[src/rtl/mul6_pkg.sv]
// Shared definitions for the 6x6 sequential shift-add multiplier.
// State encodings and iteration count are fixed here so every user agrees on them.
package mul6_pkg;

  localparam int unsigned OPW        = 6;
  localparam int unsigned PW         = 12;
  localparam int unsigned CNTW       = 3;
  localparam int unsigned ITER_COUNT = 6;

  localparam logic [CNTW-1:0] LAST_ITER = CNTW'(ITER_COUNT - 1);

  typedef enum logic [1:0] {
    IDLE = 2'b00,
    RUN  = 2'b01,
    DONE = 2'b10
  } state_t;

endpackage

[src/rtl/mul6_seq_if.sv]
// Request/result bundle for mul6_seq: operands and start in, product and status out.
// The master side issues requests; the slave side is the multiplier.
import mul6_pkg::*;

interface mul6_seq_if;
  logic           start;
  logic [OPW-1:0] A;
  logic [OPW-1:0] B;
  logic [PW-1:0]  P;
  logic           busy;
  logic           done;

  modport master (output start, output A, output B,
                  input  P, input busy, input done);
  modport slave  (input  start, input A, input B,
                  output P, output busy, output done);
endinterface

[src/rtl/mul6_seq_sum6bit.sv]
// 6-bit ripple-carry adder with carry in/out, used as the multiplier's single adder.
module sum6bit (
  input  logic [5:0] a,
  input  logic [5:0] b,
  input  logic       cin,
  output logic [5:0] sum,
  output logic       cout
);

  logic [6:0] c;

  always_comb begin
    c    = '0;
    sum  = '0;
    c[0] = cin;
    for (int unsigned i = 0; i < 6; i++) begin
      sum[i]  = a[i] ^ b[i] ^ c[i];
      c[i+1]  = (a[i] & b[i]) | (c[i] & (a[i] ^ b[i]));
    end
    cout = c[6];
  end

endmodule

[src/rtl/mul6_seq.sv]
// Sequential 6x6 unsigned multiplier: one multiplier bit per clock via shift-add.
// Accumulator {high,low} starts as {0,B}; after six shifts it holds A*B.
import mul6_pkg::*;

module mul6_seq (
  input  logic        clk,
  input  logic        rst,
  mul6_seq_if.slave   bus
);

  state_t          state, state_nx;
  logic [OPW-1:0]  mcand;
  logic [OPW-1:0]  high;
  logic [OPW-1:0]  low;
  logic [CNTW-1:0] cnt;
  logic [PW-1:0]   p_q;

  logic [OPW-1:0]  addend;
  logic [OPW-1:0]  sum;
  logic            carry;
  logic [PW-1:0]   acc_nx;
  logic            last_iter;

  // Gating the multiplicand lets the adder pass high through unchanged with carry 0.
  assign addend    = low[0] ? mcand : '0;
  assign last_iter = (cnt == LAST_ITER);

  sum6bit u_add (
    .a    (high),
    .b    (addend),
    .cin  (1'b0),
    .sum  (sum),
    .cout (carry)
  );

  // Carry becomes the new MSB so the shifted-out overflow is kept.
  assign acc_nx = {carry, sum, low[OPW-1:1]};

  always_ff @(posedge clk) begin
    if (rst) state <= IDLE;
    else     state <= state_nx;
  end

  always_comb begin
    state_nx = state;
    unique case (state)
      IDLE:    if (bus.start) state_nx = RUN;
      RUN:     if (last_iter) state_nx = DONE;
      DONE:    state_nx = IDLE;
      default: state_nx = IDLE;
    endcase
  end

  always_comb begin
    bus.busy = (state == RUN);
    bus.done = (state == DONE);
  end

  always_ff @(posedge clk) begin
    if (rst) begin
      mcand <= '0;
      high  <= '0;
      low   <= '0;
      cnt   <= '0;
      p_q   <= '0;
    end else begin
      unique case (state)
        IDLE: begin
          if (bus.start) begin
            mcand <= bus.A;
            high  <= '0;
            low   <= bus.B;
            cnt   <= '0;
          end
        end
        RUN: begin
          {high, low} <= acc_nx;
          cnt         <= cnt + 1'b1;
          if (last_iter) p_q <= acc_nx;
        end
        default: ;
      endcase
    end
  end

  assign bus.P = p_q;

endmodule

[src/flat_wrapper.sv]
// flat-port wrapper written by rule: the top's interface ports become plain ports
module mul6_seq_flat 
  (clk, rst, bus_start, bus_A, bus_B, bus_P, bus_busy, bus_done);
  mul6_seq_if bus_i ();
  input  logic clk;
  input  logic rst;
  input wire logic [$bits(bus_i.start)-1:0] bus_start;
  input wire logic [$bits(bus_i.A)-1:0] bus_A;
  input wire logic [$bits(bus_i.B)-1:0] bus_B;
  output wire logic [$bits(bus_i.P)-1:0] bus_P;
  output wire logic [$bits(bus_i.busy)-1:0] bus_busy;
  output wire logic [$bits(bus_i.done)-1:0] bus_done;
  assign bus_i.start = bus_start;
  assign bus_i.A = bus_A;
  assign bus_i.B = bus_B;
  assign bus_P = bus_i.P;
  assign bus_busy = bus_i.busy;
  assign bus_done = bus_i.done;
  mul6_seq u_core (.clk(clk), .rst(rst), .bus(bus_i));
endmodule
[config.mk]
export PLATFORM = sky130hd
export DESIGN_NAME = mul6_seq_flat
export DESIGN_NICKNAME = d
export VERILOG_FILES = /design/src/rtl/mul6_pkg.sv /design/src/rtl/mul6_seq_if.sv /design/src/rtl/mul6_seq_sum6bit.sv /design/src/rtl/mul6_seq.sv /design/src/flat_wrapper.sv
export SDC_FILE = /design/constraint.sdc
export NUM_CORES = 1
export LEC_CHECK = 0
export BUFFER_PORTS_ARGS = -buffer_cell sky130_fd_sc_hd__buf_2
export CORE_MARGIN = 5
export CORE_UTILIZATION = 58
export DETAILED_ROUTE_END_ITERATION = 12
export GPL_TIMING_DRIVEN = 0
export PLACE_DENSITY = 0.84
export RECOVER_POWER = 50
export SETUP_SLACK_MARGIN = 0.5
export SLEW_MARGIN = 20
export SYNTH_ARGS = -nofsm -noshare
export SYNTH_HDL_FRONTEND = slang
export SYNTH_SLANG_ARGS = --single-unit
[constraint.sdc]
create_clock -name clk -period 8 [get_ports clk]
set_clock_uncertainty 0.1 [all_clocks]
set_input_delay 0.8 -clock clk [delete_from_list [all_inputs] [get_ports clk]]
set_output_delay 0.8 -clock clk [all_outputs]
set_load 0.01 [all_outputs]
==> results of run 1 <==
==> registers in the layout (all words and copies together), names as in the netlist <==
register,cells
u_core.high,6
u_core.low,6
u_core.mcand,6
u_core.cnt,3
u_core.state,2
u_core.bus.P,12
==> metal layers <==
metal	share of wire (%)	wire [um]	vias to the layer above
li1	-	-	622
met1	43	1480	603
met2	52	1780	27
met3	3.9	134	8
met4	1.9	65	0
met5	0	0	-
==> kinds of logic after synthesis <==
logic type | after synthesis | share of synthesized area, %
AO/OA/AOI/OAI | 31 | 16.9
adder cells (fa/ha/maj) | 8 | 8.80
buffers and inverters | 21 | 7.52
flip-flops | 35 | 44.8
multiplexers | 7 | 4.48
AND/OR/NAND/NOR | 62 | 17.5
==> cell usage in the layout, fill, tap and decap left out <==
| cell | count |
|---|---|
| a211oi_1 | 4 |
| mux2i_1 | 7 |
| nand2b_1 | 3 |
| nand2_1 | 18 |
| a21oi_1 | 10 |
| a2bb2oi_1 | 7 |
| and4b_1 | 1 |
| o21bai_1 | 1 |
| a211oi_2 | 4 |
| nor3b_1 | 1 |
| o211a_1 | 1 |
| ha_1 | 3 |
| clkbuf_4 | 5 |
| buf_2 | 25 |
| dfxtp_1 | 35 |
| a2111oi_0 | 3 |
| or3b_2 | 2 |
| clkbuf_1 | 9 |
| o21ba_2 | 1 |
| and2_1 | 1 |
| nand4b_1 | 1 |
| buf_6 | 2 |
| nor2_1 | 31 |
| nor3_1 | 3 |
| buf_4 | 1 |
| clkbuf_8 | 1 |
| inv_1 | 11 |
| clkinv_2 | 1 |
| nor2b_1 | 1 |
| fa_1 | 5 |
==> path summary, 6_finish.rpt <==
check	startpoint	end	slack [ns]
setup / recovery	u_core.low[0]	u_core.high[4]	4.54
hold reg to reg	u_core.bus.P[0]	u_core.bus.P[0]	0.36
hold / removal	u_core.bus.P[0]	u_core.bus.P[0]	0.36
setup reg to reg	u_core.low[0]	u_core.high[4]	4.54
==> power groups by stage <==
stage	Clock, mW	Combinational, mW	Sequential, mW
3_3_place_gp	0	0.0356	0.189
3_5_place_dp	0	0.0375	0.190
4_1_cts	0.0988	0.0376	0.186
6_report	0.0983	0.0351	0.186
2_1_floorplan	0	0.0275	0.188
5_1_grt	0.107	0.0387	0.187
==> area by class of cell <==
cell class	count	area, um^2	area share, %
Multi-Input combinational cell	108	727	41.5
Sequential cell	35	701	40.0
Timing Repair Buffer	27	133	7.57
Buffer	10	56.3	3.21
Clock buffer	6	51.3	2.93
Inverter	11	41.3	2.36
Tap cell	30	37.5	2.14
Clock inverter	1	5.00	0.286
==> worst register-to-register path, delay by kind of cell, from the launching register on <==
kind / cells / cell delay, ns
buffers and inverters: 1 / 0.05
AND/OR/NAND/NOR: 2 / 0.24
adder cells (fa/ha/maj): 6 / 2.25
flip-flops: 1 / 0.50
AO/OA/AOI/OAI: 1 / 0.19
==> results.cfg, run 1 <==
[critical_path]
critPathArrivalTime_ns = 3.57
path_cells = and2_1, ha_1, inv_1, fa_1, fa_1, fa_1, fa_1, fa_1, a2bb2oi_1, nor2_1
worstSetupPathType = flip-flop to flip-flop
worst_path_max_delay_cell = fa_1
critPathRequiredTime_ns = 8.11
path_max_fanout = 7
crit_buf_inv = 1
reg2reg_depth = 10
critPathCaptureType = flip-flop
path_common_cell = fa_1
cp_top_family = adder cells
slowest_delay_ns = 0.53
path_depth = 10
cp-start-kind = flip-flop

[placed_design]
dp_hpwl_um = 2530
place_ws_ns = 4.60
gp_congestion = 0.793
io_buffers = 27
placedCellCount = 221
postPlaceCellArea_um2 = 1740

[die]
die_area_um2 = 3840
ios = 29
die_h_um = 61.9
die_x_um = 61.9
rows = 18
fp.coreArea_um2 = 2520
start_util_pct = 62.0

[global_routing]
grtUsageMet1_pct = 24.3
use_met2_pct = 36.3
grt-ovfl-total = 0
top_usage_layer = met2
grt_pass1_vias = 1243
grtUsageMet3_pct = 4.96
grt_pass1_wl_um = 5720
antenna_found_initial = 0
track_usage_pct = 21.1
grt_max_degree = 11

[synthesis]
yosysMostFrequentCell = dfxtp_1
synth_area_per_cell_um2 = 9.54
synth-seq-cells = 35
seq_area_frac_synth_pct = 44.8
synth_warnings = 0
synthTopCellsByArea = dfxtp_1 45%, nor2_1 7.4%, fa_1 6.4%
yosysTopAreaCell = dfxtp_1
synth_edf_count = 0
synth_top_area_share_pct = 44.8
synth_ff_type = dfxtp_1
syn_area_um2 = 1560
post_synth_num_cell_types = 28
syn_nets = 187
synth_top_cells_by_count = 35 x dfxtp_1, 31 x nor2_1, 18 x nand2_1
synthArstFlopShare_pct = 0
synth_cells = 164

[clock_tree]
cts_setup_buffers = 0
cts_tree = done
clkSlewWorstSetupHoldPaths_ns = 0.10
postCtsResizedCells = 0
clk_latency_ns = 0.34
cts.sinks = 35
clockRootBuffer = clkbuf_4
cts_buffers = 5
h-tree-depth = 2
holdBufCountCts = 0
cts.path.max_buffers = 2

[route]
drc = 0
wire_per_inst_um = 15.2
drt-pass1-iter-count = 4
drtIter0Drc = 64
ant_nets = 0
vias = 1260
post_drt_via_cell_ratio = 5.53
wl_um = 3460

[outcome]
status = finished, final reports clean

[pwr]
p_leak_nw = 0.709
power_frac_clock_pct = 30.8
pwr_density_cell_nw_per_um2 = 182
pwr-share-seq_pct = 58.2
p_sw_share_pct = 25.7
internal_power_mw = 0.237
total_power_mw = 0.319
ir_drop_mv = 0.167
p_comb_share_pct = 11.0
switchingPower_mw = 0.0822

[final_layout]
stdcell_area_um2 = 1750
areaGrowthSynthToFinish_pct = 12.0
layout.nets = 221
stdcell_count = 228
layout-drive-gt1-share_pct = 21.2
n_fill_cell = 236
fin_util_pct = 69.4
diodes = 0

[sta]
fin_crit_sh_pct = 43.2
max_freq_ghz = 0.289
maxSlewViolCount = 0
whs_ns = 0.356
finalHoldViolCount = 0
finalCriticalPeriod_ns = 3.46
timing.final.ws_setup_ns = 4.54
setup_viol = 0
worstMarginPinSlew_ns = 0.619
grt_setup_unrepaired = no
setup-tns-final_ns = 0
slew_headroom_pct = 58.8

[min_path]
hp-class = flip-flop to flip-flop
whs_path_depth = 2

[job]
cap_violations = 0
Power figures use the tool's default switching activity.
==> run 2: changes to the inputs <==
CORE_UTILIZATION = 54   (was 58)
PLACE_DENSITY = 0.79   (was 0.84)
clock period = 3.3 ns   (was 8 ns; I/O delays follow)
==> results.cfg, run 2 (same netlist as run 1, synthesis figures left out) <==
[die]
ios = 29
die_area_um2 = 4070
die_x_um = 63.8
die_h_um = 63.8
fp.coreArea_um2 = 2760
rows = 19
start_util_pct = 56.7

[route]
wire_per_inst_um = 15.2
ant_nets = 0
wl_um = 3510
drt-pass1-iter-count = 4
post_drt_via_cell_ratio = 5.55
vias = 1281
drc = 0
drtIter0Drc = 58

[sta]
grt_setup_unrepaired = yes
finalHoldViolCount = 0
setup-tns-final_ns = 0
setup_viol = 0
slew_headroom_pct = 55.7
fin_crit_sh_pct = 90.8
max_freq_ghz = 0.334
maxSlewViolCount = 0
finalCriticalPeriod_ns = 3.00
timing.final.ws_setup_ns = 0.305
worstMarginPinSlew_ns = 0.665

[clock_tree]
h-tree-depth = 2
clkSlewWorstSetupHoldPaths_ns = 0.10
cts_tree = done
holdBufCountCts = 0
clockRootBuffer = clkbuf_4
cts_buffers = 5
cts.sinks = 35
cts.path.max_buffers = 2
clk_latency_ns = 0.35

[global_routing]
grt-ovfl-total = 0
grt_pass1_vias = 1317
antenna_found_initial = 0
track_usage_pct = 18.4
grt_pass1_wl_um = 5930
grt_max_degree = 11

[final_layout]
diodes = 0
areaGrowthSynthToFinish_pct = 16.2
layout.nets = 223
final_cell_mix = 33 x dfxtp_1, 31 x nor2_1, 18 x nand2_1
layout-drive-gt1-share_pct = 24.5
stdcell_count = 231
final_common_cell = dfxtp_1
fin_util_pct = 65.9
largest_register_ffs = 12

[critical_path]
slowest_delay_ns = 0.56
worstSetupPathType = flip-flop to flip-flop
cp-start-kind = flip-flop
critPathRequiredTime_ns = 3.42
path_common_cell = fa_2
critPathCaptureType = flip-flop
crit_buf_inv = 1
path_max_fanout = 2
critPathArrivalTime_ns = 3.12
cp_top_family = adder cells
worst_path_max_delay_cell = fa_2
path_cells = and2_4, ha_4, inv_2, fa_2, fa_2, fa_2, fa_2, fa_2, a2bb2oi_2, nor2_1

[outcome]
status = finished, final reports clean

[min_path]
hp-class = input pin to flip-flop

[placed_design]
io_buffers = 27
placedCellCount = 222
gp_congestion = 0.781
dp_hpwl_um = 2570
place_ws_ns = 0.173

[pwr]
ir_drop_mv = 0.414
pwr_density_cell_nw_per_um2 = 432
p_leak_nw = 0.687

[job]
cap_violations = 0
run 2: changes by cell type in the layout (fill, tap and decap cells not counted), moves of 5 or more:
cell      before  now
buf_2         25   16
clkbuf_1       9   17
fa_1           5    0
fa_2           0    5
run 2: power breakdown:
part | switching (mW) | internal, mW | total, mW
registers | 0.0108 | 0.438 | 0.449
logic | 0.0520 | 0.0416 | 0.0937
clock network | 0.144 | 0.0986 | 0.242
total | 0.206 | 0.578 | 0.785
run 2: worst reg2reg max path: cells and delay by family, from the launching register on:
kind	cells	cell delay [ns]
simple gates	2	0.19
buf+inv	1	0.03
fa+ha+maj	6	2.06
flops	1	0.36
compound gates	1	0.14
run 2: area by class of cell:
type / instances / area [um^2]
Buffer: 10 / 61.3
Tap cell: 31 / 38.8
Sequential cell: 35 / 706
Clock buffer: 6 / 51.3
Clock inverter: 1 / 5.00
Fill cell: 227 / 940
Multi-Input combinational cell: 108 / 779
Inverter: 11 / 41.3
Timing Repair Buffer: 29 / 135
run 2: worst paths after layout:
check	start	endpoint	slack [ns]	cells past startpoint
hold / removal	bus_A[1]	u_core.mcand[1]	0.12	3
setup / recovery	u_core.low[0]	u_core.high[4]	0.30	10
hold reg to reg	u_core.bus.P[0]	u_core.bus.P[0]	0.36	2
setup reg to reg	u_core.low[0]	u_core.high[4]	0.30	10
run 2: per-layer routing:
layer	vias up	track usage, %	part of all wire (%)
met5	-	0	0
met4	0	8.31	2.0
met3	11	6.48	7.6
met2	42	29.5	50
met1	605	22.0	41
li1	623	-	-
run 2: repair_timing:
action,CTS,global route
hold endpoints to repair,0,0
pin swaps,5,2
setup endpoints to repair,4,4
resized for setup,9,0
gates cloned,0,0
setup buffers,2,0
run 2: through the flow:
stage,hold WS [ns],power (mW),area (um^2)
finish,0.115,0.785,1820
global route,0.111,0.825,1820
global placement,0.341,0.546,1750
CTS,0.109,0.792,1850
detailed placement,0.346,0.551,1750
floorplan,0.340,0.523,1580
==> run 3: changes to the inputs <==
CORE_MARGIN = 1.5   (was 5)
RECOVER_POWER = 100   (was 50)
SKIP_CTS_REPAIR_TIMING = 1   (was default)
==> results.cfg, run 3 (same netlist as run 1, synthesis figures left out) <==
[sta]
worstMarginPinSlew_ns = 0.682
finalCriticalPeriod_ns = 3.10
grt_setup_unrepaired = yes
max_freq_ghz = 0.322
finalHoldViolCount = 0
slew_headroom_pct = 54.4
setup_viol = 0
maxSlewViolCount = 0
fin_crit_sh_pct = 94.0
setup-tns-final_ns = 0
whs_ns = 0.128

[pwr]
power_frac_clock_pct = 33.1
total_power_mw = 0.802
ir_drop_mv = 0.400
p_leak_nw = 0.676
p_sw_share_pct = 25.0
p_comb_share_pct = 11.1
pwr-share-seq_pct = 55.9
pwr_density_cell_nw_per_um2 = 443
internal_power_mw = 0.601
switchingPower_mw = 0.201

[global_routing]
grt_pass1_wl_um = 5640
antenna_found_initial = 0
grt_pass1_vias = 1227
grt-ovfl-total = 0
track_usage_pct = 23.1
grt_max_degree = 12

[clock_tree]
clk_latency_ns = 0.33
cts.path.max_buffers = 2
cts_tree = done
h-tree-depth = 2
clockRootBuffer = clkbuf_4
cts.sinks = 35
clkSlewWorstSetupHoldPaths_ns = 0.10
cts_buffers = 5

[critical_path]
cp_top_family = adder cells
worst_path_max_delay_cell = fa_2
startpoint = u_core.low[0]
critPathRequiredTime_ns = 3.41
path_common_cell = fa_2
path_cells = and2_0, ha_4, inv_1, fa_2, fa_2, fa_2, fa_2, fa_2, a2bb2oi_2, nor2_1
slowest_delay_ns = 0.56
r2r-start = u_core.low[0]
path_max_fanout = 3
worstSetupPathType = flip-flop to flip-flop
crit_buf_inv = 1
critPathCaptureType = flip-flop
cp-start-kind = flip-flop
critPathArrivalTime_ns = 3.22

[min_path]
hp-class = input pin to flip-flop
min_from = bus_A[0]

[final_layout]
final_common_cell = dfxtp_1
layout.nets = 223
stdcell_count = 232
largest_register_ffs = 12
areaGrowthSynthToFinish_pct = 15.8
layout-drive-gt1-share_pct = 21.4
final_cell_mix = 35 x dfxtp_1, 31 x nor2_1, 19 x clkbuf_1
fin_util_pct = 65.7
diodes = 0

[die]
ios = 29
die_x_um = 56.8
die_area_um2 = 3230
rows = 19
start_util_pct = 56.7
fp.coreArea_um2 = 2760
die_h_um = 56.8

[route]
wire_per_inst_um = 14.2
drc = 0
drt-pass1-iter-count = 4
drtIter0Drc = 45
vias = 1263
wl_um = 3300
post_drt_via_cell_ratio = 5.44
ant_nets = 0

[placed_design]
dp_hpwl_um = 2410
io_buffers = 27
gp_congestion = 0.803
placedCellCount = 222

[outcome]
status = finished, final reports clean

[job]
cap_violations = 0
==> run 3: layer usage <==
| layer | global-route usage [%] | wire length, um |
|---|---|---|
| met1 | 29.1 | 1460 |
| met2 | 37.5 | 1640 |
| met3 | 7.60 | 183 |
| met4 | 6.98 | 19 |
| met5 | 0 | 0 |
==> run 3: final cells by class <==
cell class,count,area (um^2)
Fill cell,234,946
Multi-Input combinational cell,108,771
Sequential cell,35,701
Timing Repair Buffer,29,134
Clock buffer,7,65.1
Buffer,10,53.8
Inverter,11,41.3
Tap cell,31,38.8
Clock inverter,1,7.51
==> run 3: through the flow <==
| step | area (um^2) | setup slack (ns) |
|---|---|---|
| after floorplan | 1580 | 0.327 |
| final | 1810 | 0.197 |
| after detailed placement | 1750 | 0.172 |
| after CTS | 1820 | 0.156 |
| after global routing | 1810 | 0.101 |
| after global placement | 1750 | 0.229 |
==> run 3: power groups by stage <==
stage	combinational, mW	clock (mW)	sequential (mW)
2_1_floorplan	0.0670	0	0.456
3_3_place_gp	0.0869	0	0.459
3_5_place_dp	0.0904	0	0.459
4_1_cts	0.0912	0.269	0.449
5_1_grt	0.100	0.294	0.450
6_report	0.0888	0.265	0.448
==> run 3: final timing paths <==
check                                        to  slack (ns)  cells past startpoint
worst max-delay path             u_core.high[4]        0.20                     10
worst min register to register  u_core.bus.P[1]        0.36                      2
worst max register to register   u_core.high[4]        0.20                     10
worst min-delay path            u_core.mcand[0]        0.13                      3
==> run 3: tightest hold or removal path, delay by kind of cell <==
kind,cells,cell delay (ns)
buf+inv,1,0.08
simple gates,1,0.07
mux,1,0.05
